[src/rtl/uart_host_pkg.sv]
// Shared types and constants for the host-side UART command engine.
package uart_host_pkg;

    // Command engine sequencing states
    typedef enum logic [1:0] {
        StIdle,
        StTxLoad,
        StTxWait,
        StRxWait
    } host_state_e;

    // Single-byte replies from the DSO core
    localparam logic [7:0] ACK = 8'hA5;
    localparam logic [7:0] NAK = 8'hEE;

    // Command opcodes, carried in the most significant command byte
    localparam logic [7:0] OP_CFG_GAIN  = 8'h02;
    localparam logic [7:0] OP_CFG_TRIG  = 8'h03;
    localparam logic [7:0] OP_CFG_TBASE = 8'h04;
    localparam logic [7:0] OP_ARM       = 8'h05;
    localparam logic [7:0] OP_STATUS    = 8'h06;
    localparam logic [7:0] OP_DUMP_CH   = 8'h07;
    localparam logic [7:0] OP_EEP_WR    = 8'h08;
    localparam logic [7:0] OP_EEP_RD    = 8'h09;

    // Width of a byte counter able to hold 0..depth inclusive
    function automatic int unsigned cnt_width(input int unsigned depth);
        return $clog2(depth) + 1;
    endfunction

endpackage

[src/rtl/resp_fifo.sv]
// Synchronous byte FIFO holding response bytes until the host pops them.
// A push into a full FIFO succeeds only when a pop frees a slot in the same cycle.
module resp_fifo
    import uart_host_pkg::*;
#(
    parameter int unsigned DEPTH = 16
) (
    input  logic                        clk,
    input  logic                        rst,
    input  logic                        push,
    input  logic [7:0]                  wdata,
    input  logic                        pop,
    output logic [7:0]                  rdata,
    output logic                        full,
    output logic                        empty,
    output logic [cnt_width(DEPTH)-1:0] count
);

    localparam int unsigned PTR_W = $clog2(DEPTH);
    localparam int unsigned CNT_W = cnt_width(DEPTH);

    logic [7:0]       mem_q [DEPTH];
    logic [PTR_W-1:0] wr_ptr_q;
    logic [PTR_W-1:0] rd_ptr_q;
    logic [CNT_W-1:0] count_q;
    logic             do_push;
    logic             do_pop;

    assign full    = (count_q == CNT_W'(DEPTH));
    assign empty   = (count_q == '0);
    assign count   = count_q;
    assign do_pop  = pop && !empty;
    assign do_push = push && (!full || do_pop);

    // Storage write; contents need no reset because count gates visibility
    always_ff @(posedge clk) begin
        if (do_push) begin
            mem_q[wr_ptr_q] <= wdata;
        end
    end

    // Pointers and occupancy; pointers wrap naturally since DEPTH is a power of two
    always_ff @(posedge clk) begin
        if (rst) begin
            wr_ptr_q <= '0;
            rd_ptr_q <= '0;
            count_q  <= '0;
        end else begin
            if (do_push) begin
                wr_ptr_q <= wr_ptr_q + 1'b1;
            end
            if (do_pop) begin
                rd_ptr_q <= rd_ptr_q + 1'b1;
            end
            case ({do_push, do_pop})
                2'b10:   count_q <= count_q + 1'b1;
                2'b01:   count_q <= count_q - 1'b1;
                default: count_q <= count_q;
            endcase
        end
    end

    // Head of queue; forced to zero when empty so stale storage never shows
    always_comb begin
        rdata = 8'h00;
        if (!empty) begin
            rdata = mem_q[rd_ptr_q];
        end
    end

endmodule

[src/rtl/uart_cmd_host.sv]
// Host-side command engine: sends a CMD_BYTES command MSB byte first through a
// byte UART transmitter, then gathers resp_len response bytes into a FIFO with
// an inter-byte timeout and sticky overflow flag.
module uart_cmd_host
    import uart_host_pkg::*;
#(
    parameter int unsigned CMD_BYTES   = 3,
    parameter int unsigned RESP_DEPTH  = 16,
    parameter int unsigned TIMEOUT_CYC = 2 ** 20,
    localparam int unsigned RL_W       = cnt_width(RESP_DEPTH)
) (
    input  logic                   clk,
    input  logic                   rst,
    input  logic [8*CMD_BYTES-1:0] cmd,
    input  logic [RL_W-1:0]        resp_len,
    input  logic                   send_cmd,
    output logic                   busy,
    output logic                   cmd_sent,
    output logic [7:0]             tx_data,
    output logic                   trmt,
    input  logic                   tx_done,
    input  logic [7:0]             rx_data,
    input  logic                   rx_rdy,
    output logic                   clr_rx_rdy,
    output logic [7:0]             resp_data,
    output logic                   resp_valid,
    input  logic                   resp_pop,
    output logic                   resp_done,
    output logic                   timeout,
    output logic                   overflow
);

    localparam int unsigned IDX_W = (CMD_BYTES > 1) ? $clog2(CMD_BYTES) : 1;
    localparam int unsigned TMO_W = $clog2(TIMEOUT_CYC);

    host_state_e            state_q, state_d;
    logic [8*CMD_BYTES-1:0] cmd_q, cmd_d;
    logic [RL_W-1:0]        resp_len_q, resp_len_d;
    logic [IDX_W-1:0]       byte_idx_q, byte_idx_d;
    logic [RL_W-1:0]        rcv_cnt_q, rcv_cnt_d;
    logic [TMO_W-1:0]       tmo_cnt_q, tmo_cnt_d;
    logic                   overflow_q, overflow_d;
    logic                   clr_q, clr_d;
    logic                   clr_prev_q;
    logic                   cmd_sent_q, cmd_sent_d;
    logic                   resp_done_q, resp_done_d;
    logic                   timeout_q, timeout_d;

    logic                   rx_take;
    logic                   fifo_push;
    logic                   fifo_full;
    logic                   fifo_empty;
    logic                   fifo_drop;
    logic [RL_W-1:0]        fifo_count;
    logic                   unused_fifo_count;

    // rx_rdy stays high for a cycle or two after our clear; ignore it until the clear has landed
    assign rx_take   = rx_rdy && !clr_q && !clr_prev_q;
    assign fifo_push = (state_q == StRxWait) && rx_take;
    assign fifo_drop = fifo_push && fifo_full && !resp_pop;

    assign unused_fifo_count = ^fifo_count;

    resp_fifo #(
        .DEPTH(RESP_DEPTH)
    ) u_resp_fifo (
        .clk  (clk),
        .rst  (rst),
        .push (fifo_push),
        .wdata(rx_data),
        .pop  (resp_pop),
        .rdata(resp_data),
        .full (fifo_full),
        .empty(fifo_empty),
        .count(fifo_count)
    );

    // Next-state logic for sequencing, counters and event pulses
    always_comb begin
        state_d     = state_q;
        cmd_d       = cmd_q;
        resp_len_d  = resp_len_q;
        byte_idx_d  = byte_idx_q;
        rcv_cnt_d   = rcv_cnt_q;
        tmo_cnt_d   = '0;
        overflow_d  = overflow_q;
        clr_d       = rx_take;
        cmd_sent_d  = 1'b0;
        resp_done_d = 1'b0;
        timeout_d   = 1'b0;

        unique case (state_q)
            StIdle: begin
                if (send_cmd) begin
                    cmd_d      = cmd;
                    resp_len_d = resp_len;
                    overflow_d = 1'b0;
                    byte_idx_d = IDX_W'(CMD_BYTES - 1);
                    rcv_cnt_d  = '0;
                    state_d    = StTxLoad;
                end
            end
            StTxLoad: begin
                state_d = StTxWait;
            end
            StTxWait: begin
                if (tx_done) begin
                    if (byte_idx_q != '0) begin
                        byte_idx_d = byte_idx_q - 1'b1;
                        state_d    = StTxLoad;
                    end else begin
                        cmd_sent_d = 1'b1;
                        if (resp_len_q == '0) begin
                            resp_done_d = 1'b1;
                            state_d     = StIdle;
                        end else begin
                            state_d = StRxWait;
                        end
                    end
                end
            end
            StRxWait: begin
                if (fifo_push) begin
                    // A dropped byte still counts toward the expected length
                    rcv_cnt_d = rcv_cnt_q + 1'b1;
                    if (fifo_drop) begin
                        overflow_d = 1'b1;
                    end
                    if (rcv_cnt_q + 1'b1 == resp_len_q) begin
                        resp_done_d = 1'b1;
                        state_d     = StIdle;
                    end
                end else if (tmo_cnt_q == TMO_W'(TIMEOUT_CYC - 1)) begin
                    timeout_d = 1'b1;
                    state_d   = StIdle;
                end else begin
                    tmo_cnt_d = tmo_cnt_q + 1'b1;
                end
            end
            default: begin
                state_d = StIdle;
            end
        endcase
    end

    // State and pulse registers; synchronous reset aborts any transfer silently
    always_ff @(posedge clk) begin
        if (rst) begin
            state_q     <= StIdle;
            cmd_q       <= '0;
            resp_len_q  <= '0;
            byte_idx_q  <= '0;
            rcv_cnt_q   <= '0;
            tmo_cnt_q   <= '0;
            overflow_q  <= 1'b0;
            clr_q       <= 1'b0;
            clr_prev_q  <= 1'b0;
            cmd_sent_q  <= 1'b0;
            resp_done_q <= 1'b0;
            timeout_q   <= 1'b0;
        end else begin
            state_q     <= state_d;
            cmd_q       <= cmd_d;
            resp_len_q  <= resp_len_d;
            byte_idx_q  <= byte_idx_d;
            rcv_cnt_q   <= rcv_cnt_d;
            tmo_cnt_q   <= tmo_cnt_d;
            overflow_q  <= overflow_d;
            clr_q       <= clr_d;
            clr_prev_q  <= clr_q;
            cmd_sent_q  <= cmd_sent_d;
            resp_done_q <= resp_done_d;
            timeout_q   <= timeout_d;
        end
    end

    // Output decode; the current byte is held for the whole TX_LOAD/TX_WAIT window
    always_comb begin
        tx_data = 8'h00;
        if (state_q == StTxLoad || state_q == StTxWait) begin
            tx_data = cmd_q[{byte_idx_q, 3'b000} +: 8];
        end
        busy       = (state_q != StIdle);
        trmt       = (state_q == StTxLoad);
        clr_rx_rdy = clr_q;
        cmd_sent   = cmd_sent_q;
        resp_done  = resp_done_q;
        timeout    = timeout_q;
        overflow   = overflow_q;
        resp_valid = !fifo_empty;
    end

endmodule

[config.mk]
export PLATFORM = sky130hd
export DESIGN_NAME = uart_cmd_host
export DESIGN_NICKNAME = d
export VERILOG_FILES = /design/src/rtl/uart_host_pkg.sv /design/src/rtl/resp_fifo.sv /design/src/rtl/uart_cmd_host.sv
export SDC_FILE = /design/constraint.sdc
export NUM_CORES = 1
export LEC_CHECK = 0
export CELL_PAD_IN_SITES_DETAIL_PLACEMENT = 1
export CELL_PAD_IN_SITES_GLOBAL_PLACEMENT = 1
export CORE_UTILIZATION = 25
export CTS_BUF_LIST = sky130_fd_sc_hd__clkbuf_16
export DETAILED_ROUTE_END_ITERATION = 8
export GPL_TIMING_DRIVEN = 0
export HOLD_SLACK_MARGIN = 0.1
export PLACE_DENSITY_LB_ADDON = 0.1
export SYNTH_ARGS = -nofsm -noshare
export SYNTH_HDL_FRONTEND = slang
export SYNTH_HIERARCHICAL = 1
export SYNTH_SLANG_ARGS = --single-unit
[constraint.sdc]
create_clock -name clk -period 5 [get_ports clk]
set_input_delay 1 -clock clk [delete_from_list [all_inputs] [get_ports clk]]
set_output_delay 1 -clock clk [all_outputs]
set_load 0.02 [all_outputs]
# After elaboration in Yosys (flattened, before gate mapping)
# Memories as Yosys holds them, arrays and structs flattened. A register that Yosys moved wholly into a read port is not among the register bits.
# Cells that the tools add are included.
dict set report totals {
  ff_bits 77
  ramBits 128
  inputBits 43
  out_inout_bits 24
  wordCells 106
  n_memories 1
}
dict set report classes {
  n_addsub 7
  eq_ne 15
  shifts 1
  muxes 34
  n_bitwise 3
  n_reduce_logical 30
}
# memory depth word_bits read_ports rd_clocked_by_memory_dff write_ports line_no
set memory_table {}
lappend memory_table {u_resp_fifo.mem_q 16 8 1 1 1 resp_fifo.sv:22} ;# logic [7:0] mem_q [DEPTH];
# op n
set op_table {}
lappend op_table {{24-bit by 6-bit indexed part select with 8-bit output} 1}
lappend op_table {{20-bit by 1-bit adder with 20-bit output, second input constant} 1}
lappend op_table {{20-bit equality test, second input constant} 1}
lappend op_table {{2-bit two-way mux} 10}
lappend op_table {{5-bit one-hot mux with 2 select lines} 2}
lappend op_table {{8-bit two-way mux} 2}
lappend op_table {{1-bit two-way mux} 12}
lappend op_table {{4-bit AND reduction} 3}
lappend op_table {{5-bit by 1-bit adder with 5-bit output, second input constant} 2}
lappend op_table {{5-bit zero test} 2}
lappend op_table {{5-bit two-way mux} 2}
lappend op_table {{2-bit inequality test, second input constant} 5}
lappend op_table {{2-bit nonzero test} 5}
lappend op_table {{4-bit by 1-bit adder with 4-bit output, second input constant} 2}
lappend op_table {{4-bit two-way mux} 2}
lappend op_table {{2-bit one-hot mux with 4 select lines} 1}
lappend op_table {{1-bit logical AND} 7}
lappend op_table {{2-bit equality test, second input constant} 3}
lappend op_table {{3-bit by 2-bit inequality test with 1-bit output, second input constant} 2}
lappend op_table {{3-bit OR reduction} 2}
lappend op_table {{5-bit equality test} 1}
lappend op_table {{5-bit equality test, second input constant} 1}
lappend op_table {{1-bit zero test} 5}
lappend op_table {{5-bit by 1-bit subtractor with 5-bit output, second input constant} 1}
lappend op_table {{10 further kinds} 15}

# Longest topological paths before layout
# Gate-level depths: netlist of the first run.
dict set report depth {
  depth_word 9
  ltp_mapped 11
  ltp_nobuf 10
}

# By module
# Netlist of the first run, hierarchy kept.
# module instances cells_per_inst area_per_inst_um2 seq_area_each_um2
set modules_own_cells {}
lappend modules_own_cells {resp_fifo 1 333 5967.0 4184.0}
lappend modules_own_cells {uart_cmd_host 1 364 2936.6 1281.2}

# Worst setup path before layout of the first run
# Ideal clock, no wire load.
dict set report synth_timing {
  path_kind {input to register}
  start {in rx_rdy}
  end {reg u_resp_fifo.count_q[4], in the netlist u_resp_fifo/count[4]}
  setup_ns 0.134
  t_arrival_ns 3.004
  t_required_ns 4.866
  slack_ns 1.862
  cell_stages 9
  path_cell_list {and3_1 clkbuf_1 nor2b_1 o21ai_4 fa_1 nand2b_1 o2bb2ai_1 mux2i_1 or4_1}
}
dict set report synth_between {
  elab_chain_len 6
  word_cells_on_any_way 8
  classes_between {eq/ne: 2; mux: 1; reduce/logical: 5}
}
# element line_no
set synth_rtl {}
lappend synth_rtl {{start: declaration} uart_cmd_host.sv:23} ;# input logic rx_rdy,
lappend synth_rtl {{1-bit logical AND * (2 in series)} uart_cmd_host.sv:58} ;# assign rx_take = rx_rdy && !clr_q && !clr_prev_q;
lappend synth_rtl {{1-bit logical AND *} uart_cmd_host.sv:59} ;# assign fifo_push = (state_q == StRxWait) && rx_take;
lappend synth_rtl {{1-bit logical AND *} resp_fifo.sv:33} ;# assign do_push = push && (!full || do_pop);
lappend synth_rtl {{2-bit by 1-bit equality test with 1-bit output / 2-bit equality test (equally long branches)} resp_fifo.sv:55} ;# case ({do_push, do_pop})
lappend synth_rtl {{5-bit one-hot mux with 2 select lines / 2-bit nonzero test (equally long branches)} -}
lappend synth_rtl {{end signal: assignment} resp_fifo.sv:56} ;# 2'b10: count_q <= count_q + 1'b1;
lappend synth_rtl {{end signal: assignment} resp_fifo.sv:57} ;# 2'b01: count_q <= count_q - 1'b1;
lappend synth_rtl {{end signal: assignment} resp_fifo.sv:58} ;# default: count_q <= count_q;
lappend synth_rtl {{end: declaration} resp_fifo.sv:25} ;# logic [CNT_W-1:0] count_q;
# Mark *: on every way between the ends. The rest lies on a longest branch, timed or not.
# A chain may end at the register's enable or synchronous reset.

==> results of run 1 <==
stage by stage:
step           setup WS, ns  cells  power (mW)  hold slack, ns  utilization (%)
5_1_grt               0.327   1265        5.30           0.479             31.3
6_report              0.504   1265        5.01           0.457             31.3
2_1_floorplan          1.86    697        2.96           0.430                -
4_1_cts               0.457   1265        5.10           0.457             31.3
3_3_place_gp          0.239   1218        3.48           0.445             29.1
3_5_place_dp          0.907   1222        3.52           0.449             29.3
layer usage:
metal / part of all wire [%] / GRT usage, %
met1: 44 / 15.7
met2: 51 / 23.2
met3: 2.9 / 2.08
met4: 2.0 / 3.17
met5: 0 / 0
power breakdown:
group,switching [mW],internal (mW)
Combinational,0.859,0.617
Sequential,0.0662,1.92
Clock,0.682,0.868
kinds of logic (layout without fill, tap and decap cells):
logic type      Yosys count  count (layout)  synth area share [%]
simple gates            230             230                  12.8
flops                   209             209                  61.4
compound gates          106             106                  7.70
buf+inv                  57             170                  2.68
mux                      55              55                  10.7
xor+xnor                 24              24                  2.36
fa+ha+maj                16              16                  2.33
area by class of cell:
class	instances	area, um^2
flip-flops and latches	209	5470
fillers	3779	23900
multi-input cells	431	3220
clock buffers	24	601
plain buffers	36	160
inverters	21	78.8
well taps	455	569
repair buffers	70	694
clock inverters	19	93.8
synthesized netlist by cell type, types with 4 or more instances:
library cell	instances
edfxtp_1	128
dfxtp_1	81
nand2_1	81
nor2_1	53
a21oi_1	43
mux4_2	32
clkbuf_1	21
mux2i_1	21
inv_1	20
nand3_1	19
a211oi_1	18
xor2_1	16
and2_1	15
ha_1	15
nor2b_1	15
o21ai_0	10
o22ai_1	9
xnor2_1	8
buf_2	7
and3_1	6
nor4_1	5
o21a_1	5
or3_1	5
buf_1	4
nor3_1	4
state kept, by name, summed over array words and instances (netlist names), named ones only:
name	cells
u_resp_fifo/count	5
overflow	1
cmd_q	24
u_resp_fifo/wr_ptr_q	4
clr_prev_q	1
u_resp_fifo/mem_q	128
clr_rx_rdy	1
resp_len_q	5
resp_done	1
byte_idx_q	2
rcv_cnt_q	5
state_q	2
tmo_cnt_q	20
cmd_sent	1
u_resp_fifo/rd_ptr_q	4
timeout	1
worst max-delay path: cells and delay by family, from the launching register on:
kind | cells | cell delay (ns)
AOI/OAI and AO/OA | 2 | 0.67
DFF | 1 | 0.32
buffers and inverters | 4 | 2.00
how the worst max path moves through the flow:
| stage | start | end | slack, ns | cells past startpoint |
|---|---|---|---|---|
| floorplan | rx_rdy | u_resp_fifo/count[4] | 1.86 | 9 |
| global placement | rx_rdy | u_resp_fifo/mem_q[3][3] | 0.24 | 5 |
| detailed placement | rx_rdy | u_resp_fifo/count[4] | 0.91 | 10 |
| CTS | flip-flop | resp_data[0] | 0.46 | 6 |
| global route | flip-flop | resp_data[0] | 0.33 | 6 |
| finish | flip-flop | resp_data[0] | 0.50 | 6 |
==> flow_metrics.py, run 1 <==
metrics = {
    "run_status": {
        "status": "finished clean",
    },
    "timing": {
        "finalSetupViolCount": 0,
        "setup_tns_ns": 0,
        "slew_viol_final": 0,
        "maxSlewHeadroom_pct": 35.6,
        "finalCritPeriodShare_pct": 89.9,
        "max_freq_ghz": 0.222,
        "grt_setup_unrepaired": "false",
        "timing_hold_violations_final": 0,
        "finalCriticalPeriod_ns": 4.50,
        "finClkSkew_ns": 0.0155,
        "worstMarginPinSlew_ns": 0.963,
    },
    "global_routing": {
        "grt_pass1_wl_mm": 35.7,
        "grt_max_degree": 17,
        "grt.overflow.total": 0,
        "grt_pass1_vias": 6447,
        "track_usage_pct": 12.8,
        "antenna_found_initial": 0,
    },
    "yosys": {
        "ys.flop_type": "edfxtp_1",
        "synth_top_area_share_pct": 43.2,
        "synthCells": 697,
        "ys_ff_latch": 209,
        "syn_area_mm2": 0.00890,
        "async_reset_ff_share_pct": 0,
        "synth_cell_types": 60,
        "synth_seq_area_share_pct": 61.4,
        "synth_area_per_cell_um2": 12.8,
        "syn-num-nets": 756,
        "synthTopCellsByArea": "edfxtp_1 43%, dfxtp_1 18%, mux4_2 8.1%, nand2_1 3.4%, a21oi_1 2.4%",
        "yosysWarnings": 6,
        "synth_edf_count": 128,
        "yosys.area.top_type": "edfxtp_1",
    },
    "detailed_routing": {
        "drt_first_pass_iters": 4,
        "num_vias": 5775,
        "via_per_inst": 4.57,
        "finalWirelength_mm": 22.8,
        "wl_per_cell_um": 18.0,
        "drt_iter0_drc": 216,
        "ant_nets": 0,
        "drc_errors": 0,
    },
    "placed_design": {
        "finalWeightedCongestion": 0.741,
        "placed_area_mm2": 0.0102,
        "dpl.hpwl_mm": 16.3,
        "portBuffers": 66,
    },
    "clock_network": {
        "insertion_delay_ns": 0.52,
        "tritoncts": "built",
        "cts.path.max_buffers": 3,
        "clock_sinks": 209,
        "clk_pin_slew_ns": 0.05,
        "post_cts_buffers": 0,
        "cts_resized": 0,
        "cts_buffers": 24,
        "cts-hold-fix-buffers": 0,
        "htree_levels": 1,
        "cts-root-buf": "clkbuf_16",
    },
    "floorplan": {
        "coreArea_mm2": 0.0348,
        "start_util_pct": 25.6,
        "fp.dieH_um": 191,
        "die-area_mm2": 0.0364,
        "placement_rows": 68,
        "io_pins": 67,
        "die_w_um": 191,
    },
    "final_layout": {
        "fin_area_mm2": 0.0109,
        "area_growth_pct": 22.3,
        "antenna_cells": 0,
        "mostFrequentLayoutCells": "128 x edfxtp_1, 81 x nand2_1, 81 x dfxtp_1",
        "mostFrequentLayoutCell": "edfxtp_1",
        "nets": 852,
        "drive_above_1_share_pct": 12.3,
    },
    "worst_setup_path": {
        "critPathCaptureType": "output pin",
        "startpoint_type": "flip-flop",
        "r2r-end": "u_resp_fifo/count[4]",
        "rrSetupSlack_ns": 1.72,
        "required_ns": 4.00,
        "crit_fanout": 10,
        "timing.rr.start": "state_q[1]",
        "arrival_ns": 3.50,
        "path_common_cell": "a211oi_1",
        "ff2ff_path_depth": 10,
        "crit_type": "flip-flop to output pin",
        "crit_chain": "buf_2, buf_1, clkbuf_1, a211oi_1, a211oi_1, clkdlybuf4s50_1",
        "cp_slowest_stage_delay_ns": 0.70,
        "cp_slowest_cell": "clkdlybuf4s50_1",
    },
    "min_path": {
        "hp-start": "cmd_q[9]",
        "min_to": "cmd_q[9]",
        "whs_path_depth": 2,
        "hold_class": "flip-flop to flip-flop",
    },
    "flow_run": {
        "max_cap_viol_count": 0,
    },
    "power": {
        "peakVddDrop_mv": 0.285,
        "p_per_area_mw_per_mm2": 460,
        "p_leak_nw": 3.59,
    },
}
No activity file was read; power rests on OpenSTA's default activity.
==> run 2: changes to the inputs <==
- ABC_AREA: default -> 1
- CTS_BUF_LIST: sky130_fd_sc_hd__clkbuf_16 -> sky130_fd_sc_hd__clkbuf_2
==> run 2 against run 1 <==
Net effect: the flow now finishes with violations (DRC); first-iteration DRC count increased by 44%; final cell count increased by 27%; count of clock-buffer cells in the layout increased by 67; combinational power increased by 25%; clock power decreased by 19%; core utilization decreased by 0.84 points; highest routed layer unchanged.
==> flow_metrics.py, run 2 <==
metrics = {
    "run_status": {
        "status": "finished, violations left",
        "violations": "DRC",
    },
    "final_layout": {
        "num-fill-cells": 4211,
        "top_register": "u_resp_fifo/mem_q",
        "drive_above_1_share_pct": 13.2,
        "final-seq-area_mm2": 0.00547,
        "largest_reg_flops": 128,
        "fin_cells": 1611,
        "mostFrequentLayoutCells": "231 x nand2_1, 130 x nor2_1, 128 x edfxtp_1",
        "mostFrequentLayoutCell": "nand2_1",
        "reg_top3": "u_resp_fifo/mem_q x128, cmd_q x24, tmo_cnt_q x20",
        "nets": 1168,
        "final_util_pct": 30.4,
        "multi_input_area_mm2": 0.00318,
        "area_growth_pct": 19.3,
    },
    "power": {
        "p_per_area_mw_per_mm2": 472,
        "finalPower_mw": 5.13,
        "p_int_mw": 3.07,
        "power_frac_seq_pct": 39.6,
        "combPwrFrac_pct": 36.0,
        "p_sw_share_pct": 40.2,
        "p_sw_mw": 2.06,
        "peakVddDrop_mv": 0.189,
        "p_leak_nw": 4.14,
        "p_clk_share_pct": 24.4,
    },
    "worst_setup_path": {
        "required_ns": 4.00,
        "crit_fanout": 10,
        "startpoint_type": "flip-flop",
        "ff2ff_path_depth": 7,
        "critPathCaptureType": "output pin",
        "crit_type": "flip-flop to output pin",
        "arrival_ns": 3.03,
    },
    "placed_design": {
        "dpl.hpwl_mm": 18.8,
        "finalWeightedCongestion": 0.765,
        "portBuffers": 66,
        "dp.cells": 1502,
    },
    "yosys": {
        "synth.most_common_cell": "nand2_1",
        "synthTopCellsByArea": "edfxtp_1 42%, dfxtp_1 18%, nand2_1 9.5%, nand3_1 6.8%, nor2_1 5.4%",
        "ys_ff_latch": 209,
        "yosys-top-cells-count": "231 x nand2_1, 130 x nor2_1, 128 x edfxtp_1",
        "syn-num-nets": 1034,
        "syn_area_mm2": 0.00912,
        "synth_area_per_cell_um2": 9.35,
        "synth_top_area_share_pct": 42.1,
        "yosysWarnings": 6,
        "synth_edf_count": 128,
        "yosys.area.top_type": "edfxtp_1",
        "ys.flop_type": "edfxtp_1",
        "synth_cell_types": 47,
        "async_reset_ff_share_pct": 0,
        "synth_seq_area_share_pct": 59.9,
        "synthCells": 975,
    },
    "global_routing": {
        "grt_pass1_vias": 7374,
        "grt_max_degree": 17,
        "track_usage_pct": 15.2,
        "grt.overflow.total": 0,
        "antenna_found_initial": 1,
        "grt_pass1_wl_mm": 42.0,
    },
    "clock_network": {
        "insertion_delay_ns": 0.83,
        "cts-hold-fix-buffers": 0,
        "cts_buffers": 66,
        "cts.path.max_buffers": 3,
        "clk_pin_slew_ns": 0.09,
        "cts_resized": 0,
        "post_cts_buffers": 0,
        "clock_sinks": 209,
        "cts-root-buf": "clkbuf_2",
        "tritoncts": "built",
        "htree_levels": 3,
    },
    "detailed_routing": {
        "num_vias": 7105,
        "drc_errors": 4,
        "finalWirelength_mm": 26.9,
        "drt_first_pass_iters": 6,
        "wl_per_cell_um": 16.7,
        "drt_iter0_drc": 310,
        "ant_nets": 0,
        "via_per_inst": 4.41,
    },
    "floorplan": {
        "start_util_pct": 25.5,
        "die-area_mm2": 0.0372,
        "die_w_um": 193,
        "placement_rows": 69,
        "coreArea_mm2": 0.0357,
        "io_pins": 67,
        "fp.dieH_um": 193,
    },
    "timing": {
        "maxSlewHeadroom_pct": 36.9,
        "timing_hold_violations_final": 0,
        "finalSetupViolCount": 0,
        "max_freq_ghz": 0.248,
        "worstMarginPinSlew_ns": 0.943,
        "finalCriticalPeriod_ns": 4.03,
        "grt_setup_unrepaired": "false",
        "finalCritPeriodShare_pct": 80.6,
        "setup_tns_ns": 0,
        "slew_viol_final": 0,
        "finClkSkew_ns": 0.0755,
    },
    "min_path": {
        "hold_class": "flip-flop to flip-flop",
        "whs_path_depth": 1,
    },
    "flow_run": {
        "max_cap_viol_count": 0,
    },
}
## run 2: cell count changes after synthesis, sizes merged, moves of 15 or more
cell / before / now
a211oi: 19 / 0
mux2i: 21 / 0
nor2b: 15 / 0
nand2: 81 / 239
mux4: 32 / 0
inv: 21 / 66
nor2: 54 / 138
o21ai: 15 / 54
and2: 15 / 0
nand3: 21 / 127
## run 2: logic make-up after synthesis
logic type      after synthesis  synth area share (%)
flops                       209                  59.9
buf+inv                     107                  5.24
simple gates                531                  25.7
fa+ha+maj                    16                  2.28
xor+xnor                     12                  1.15
compound gates              100                  5.68
## run 2: layer usage
layer	part of all wire, %	wire length (um)	track usage [%]	vias up
met5	0	0	0	-
met4	2.4	650	6.28	0
met3	3.9	1040	3.67	54
met2	46	12300	23.9	152
met1	48	13000	19.9	3339
li1	-	-	-	3560
## run 2: cell type report
class	count	area share, %
clock inverter	17	0.621
tap	461	5.30
timing repair buffer	66	6.07
buffer	39	1.95
clock buffer	91	4.18
multi-input combinational	659	29.2
inverter	68	2.44
antenna	1	0.0230
sequential	209	50.2
## run 2: metrics by stage
step | instance area [um^2] | setup slack [ns] | hold slack (ns)
floorplan | 9120 | 2.24 | 0.417
global placement | 10400 | 0.991 | 0.430
detailed placement | 10400 | 0.949 | 0.442
CTS | 10900 | 0.802 | 0.461
global route | 10900 | 0.702 | 0.489
finish | 10900 | 0.971 | 0.455
## run 2: final timing paths
check / from / end / slack [ns]
hold reg to reg: tmo_cnt_q[0] / tmo_cnt_q[0] / 0.45
setup reg to reg: state_q[1] / u_resp_fifo/mem_q[6][5] / 1.84
setup / recovery: flip-flop / resp_data[0] / 0.97
hold / removal: tmo_cnt_q[0] / tmo_cnt_q[0] / 0.45
## run 2: worst max-delay path: stages, from the launching register on
cell	delay, ns
dfxtp_1	0.31
buf_2	0.22
inv_1	0.14
buf_2	0.23
nand3_1	0.18
nand3_1	0.10
nand2_1	0.11
nand2_1	0.07
a21oi_1	0.20
clkdlybuf4s50_1	0.65
## run 2: power by group through the flow
stage / clock network (mW) / registers (mW) / logic, mW
after floorplan: 0 / 2.05 / 1.15
after global placement: 0 / 2.07 / 1.88
after CTS: 1.34 / 2.03 / 1.89
after detailed placement: 0 / 2.07 / 1.88
after global routing: 1.42 / 2.05 / 2.06
final: 1.25 / 2.03 / 1.85
==> run 3: changes to the inputs <==
- clock period: 5 -> 3.3 ns (I/O delays scaled with it)
==> run 3 against run 2 <==
Net effect: final cell count unchanged; the flow still finishes with violations (DRC); non-clock buffer count unchanged; global-route usage about the same; first-iteration DRC count down 14%; wire length up 0.16%; register-to-register slack worse by 1.7 ns; via count up 0.28%.
==> flow_metrics.py, run 3 (synthesized netlist as in run 2, its figures left out) <==
metrics = {
    "timing": {
        "max_freq_ghz": 0.319,
        "hold_slack_ns": 0.451,
        "setup_tns_ns": 0,
        "finalCriticalPeriod_ns": 3.13,
        "worstMarginPinSlew_ns": 0.841,
        "timing_hold_violations_final": 0,
        "finalSetupViolCount": 0,
        "finalCritPeriodShare_pct": 94.9,
        "grt_setup_unrepaired": "true",
        "slew_viol_final": 0,
        "maxSlewHeadroom_pct": 43.7,
        "finClkSkew_ns": 0.0752,
    },
    "global_routing": {
        "grt.overflow.total": 0,
        "grt_pass1_wl_mm": 42.0,
        "grt_max_degree": 17,
        "antenna_found_initial": 1,
        "grt_pass1_vias": 7381,
        "track_usage_pct": 15.2,
    },
    "worst_setup_path": {
        "critPathCaptureType": "flip-flop",
        "rrSetupSlack_ns": 0.17,
        "ff2ff_path_depth": 7,
        "startpoint_type": "flip-flop",
        "timing.rr.start": "state_q[1]",
        "arrival_ns": 3.54,
        "crit_chain": "ha_1, inv_1, nor2_1, inv_1, nor2_2, nand2_1, nor2_1",
        "crit_type": "flip-flop to flip-flop",
        "crit_fanout": 8,
        "cp_slowest_stage_delay_ns": 0.70,
        "required_ns": 3.71,
        "r2r-end": "u_resp_fifo/mem_q[2][7]",
        "cp_slowest_cell": "nor2_1",
    },
    "detailed_routing": {
        "wl_per_cell_um": 16.7,
        "ant_nets": 0,
        "drc_errors": 4,
        "drt_first_pass_iters": 6,
        "drt_iter0_drc": 268,
        "via_per_inst": 4.42,
        "finalWirelength_mm": 26.9,
        "num_vias": 7125,
    },
    "power": {
        "finalPower_mw": 7.76,
        "peakVddDrop_mv": 0.287,
        "p_per_area_mw_per_mm2": 711,
        "p_leak_nw": 4.23,
    },
    "clock_network": {
        "htree_levels": 3,
        "cts-root-buf": "clkbuf_2",
        "cts.path.max_buffers": 3,
        "clock_sinks": 209,
        "cts_buffers": 66,
        "clk_pin_slew_ns": 0.09,
        "insertion_delay_ns": 0.83,
        "tritoncts": "built",
        "cts-hold-fix-buffers": 0,
    },
    "min_path": {
        "whs_path_depth": 3,
        "hp-start": "tx_done",
        "min_to": "cmd_sent",
        "hold_class": "input pin to flip-flop",
    },
    "run_status": {
        "violations": "DRC",
        "status": "finished, violations left",
    },
    "final_layout": {
        "largest_reg_flops": 128,
        "reg_top3": "u_resp_fifo/mem_q x128, cmd_q x24, tmo_cnt_q x20",
        "mostFrequentLayoutCells": "231 x nand2_1, 128 x edfxtp_1, 126 x nor2_1",
        "nets": 1168,
        "top_register": "u_resp_fifo/mem_q",
        "area_growth_pct": 19.8,
        "mostFrequentLayoutCell": "nand2_1",
        "drive_above_1_share_pct": 15.3,
    },
    "placed_design": {
        "portBuffers": 66,
        "dpl.hpwl_mm": 18.8,
        "finalWeightedCongestion": 0.765,
    },
    "floorplan": {
        "start_util_pct": 25.5,
        "placement_rows": 69,
        "die-area_mm2": 0.0372,
        "fp.dieH_um": 193,
        "io_pins": 67,
        "coreArea_mm2": 0.0357,
        "die_w_um": 193,
    },
    "flow_run": {
        "max_cap_viol_count": 0,
    },
}
-- run 3: cell types whose count changed in the layout (fill, tap and decap cells not counted), sizes merged --
cell           change
buf                +9
clkbuf             -1
clkdlybuf4s50     -16
clkinvlp           +1
dlygate4sd2        +8
inv                -1
-- run 3: area by class of cell --
type / count / area (um^2)
diodes: 1 / 2.50
inverters: 68 / 273
well taps: 461 / 577
clock inverters: 17 / 67.6
flip-flops and latches: 209 / 5470
fillers: 4206 / 24800
clock buffers: 91 / 455
plain buffers: 38 / 250
repair buffers: 67 / 631
multi-input cells: 659 / 3200
-- run 3: worst max-delay path by stage --
stage,start,to,slack [ns],cells past startpoint
after detailed placement,rx_rdy,u_resp_fifo/mem_q[6][1],-0.41,7
after floorplan,rx_rdy,u_resp_fifo/mem_q[0][0],0.88,6
after CTS,flip-flop,resp_data[6],0.008,9
after global routing,state_q[1],u_resp_fifo/mem_q[10][2],-0.04,7
after global placement,rx_rdy,u_resp_fifo/mem_q[6][1],-0.37,7
final,state_q[1],u_resp_fifo/mem_q[2][7],0.17,7
-- run 3: metrics by stage --
step                std cells  setup slack, ns  util, %  instance area (um^2)
global placement         1502           -0.369     29.0                 10400
CTS                      1610          0.00785     30.5                 10900
floorplan                 975            0.876        -                  9120
detailed placement       1502           -0.411     29.0                 10400
global route             1611          -0.0437     30.6                 10900
finish                   1611            0.167     30.6                 10900
-- run 3: layer usage --
layer	global-route usage [%]	up-vias	wire length (um)
li1	-	3564	-
met1	19.9	3355	12900
met2	24.1	153	12200
met3	3.67	53	1140
met4	6.04	0	697
met5	0	-	0
-- run 3: critical path: cells and delay by family (launching register included) --
| family | cells | cell delay (ns) |
|---|---|---|
| and+or+nand+nor | 4 | 1.70 |
| adders and majority gates | 1 | 0.24 |
| DFF | 1 | 0.41 |
| buffers and inverters | 2 | 0.36 |
-- run 3: what timing repair did --
item                                   in CTS  in global routing
setup buffers                               1                  0
endpoints found under the hold margin       0                  0
setup endpoints to repair                  17                 40
pin swaps                                   0                  0
gates cloned                                0                  0
resized for setup                          66                 12
-- run 3: power breakdown --
| part | switching [mW] | total [mW] | internal [mW] |
|---|---|---|---|
| combinational | 1.84 | 2.77 | 0.931 |
| sequential | 0.135 | 3.09 | 2.95 |
| clock | 1.16 | 1.90 | 0.737 |
| total | 3.14 | 7.76 | 4.62 |
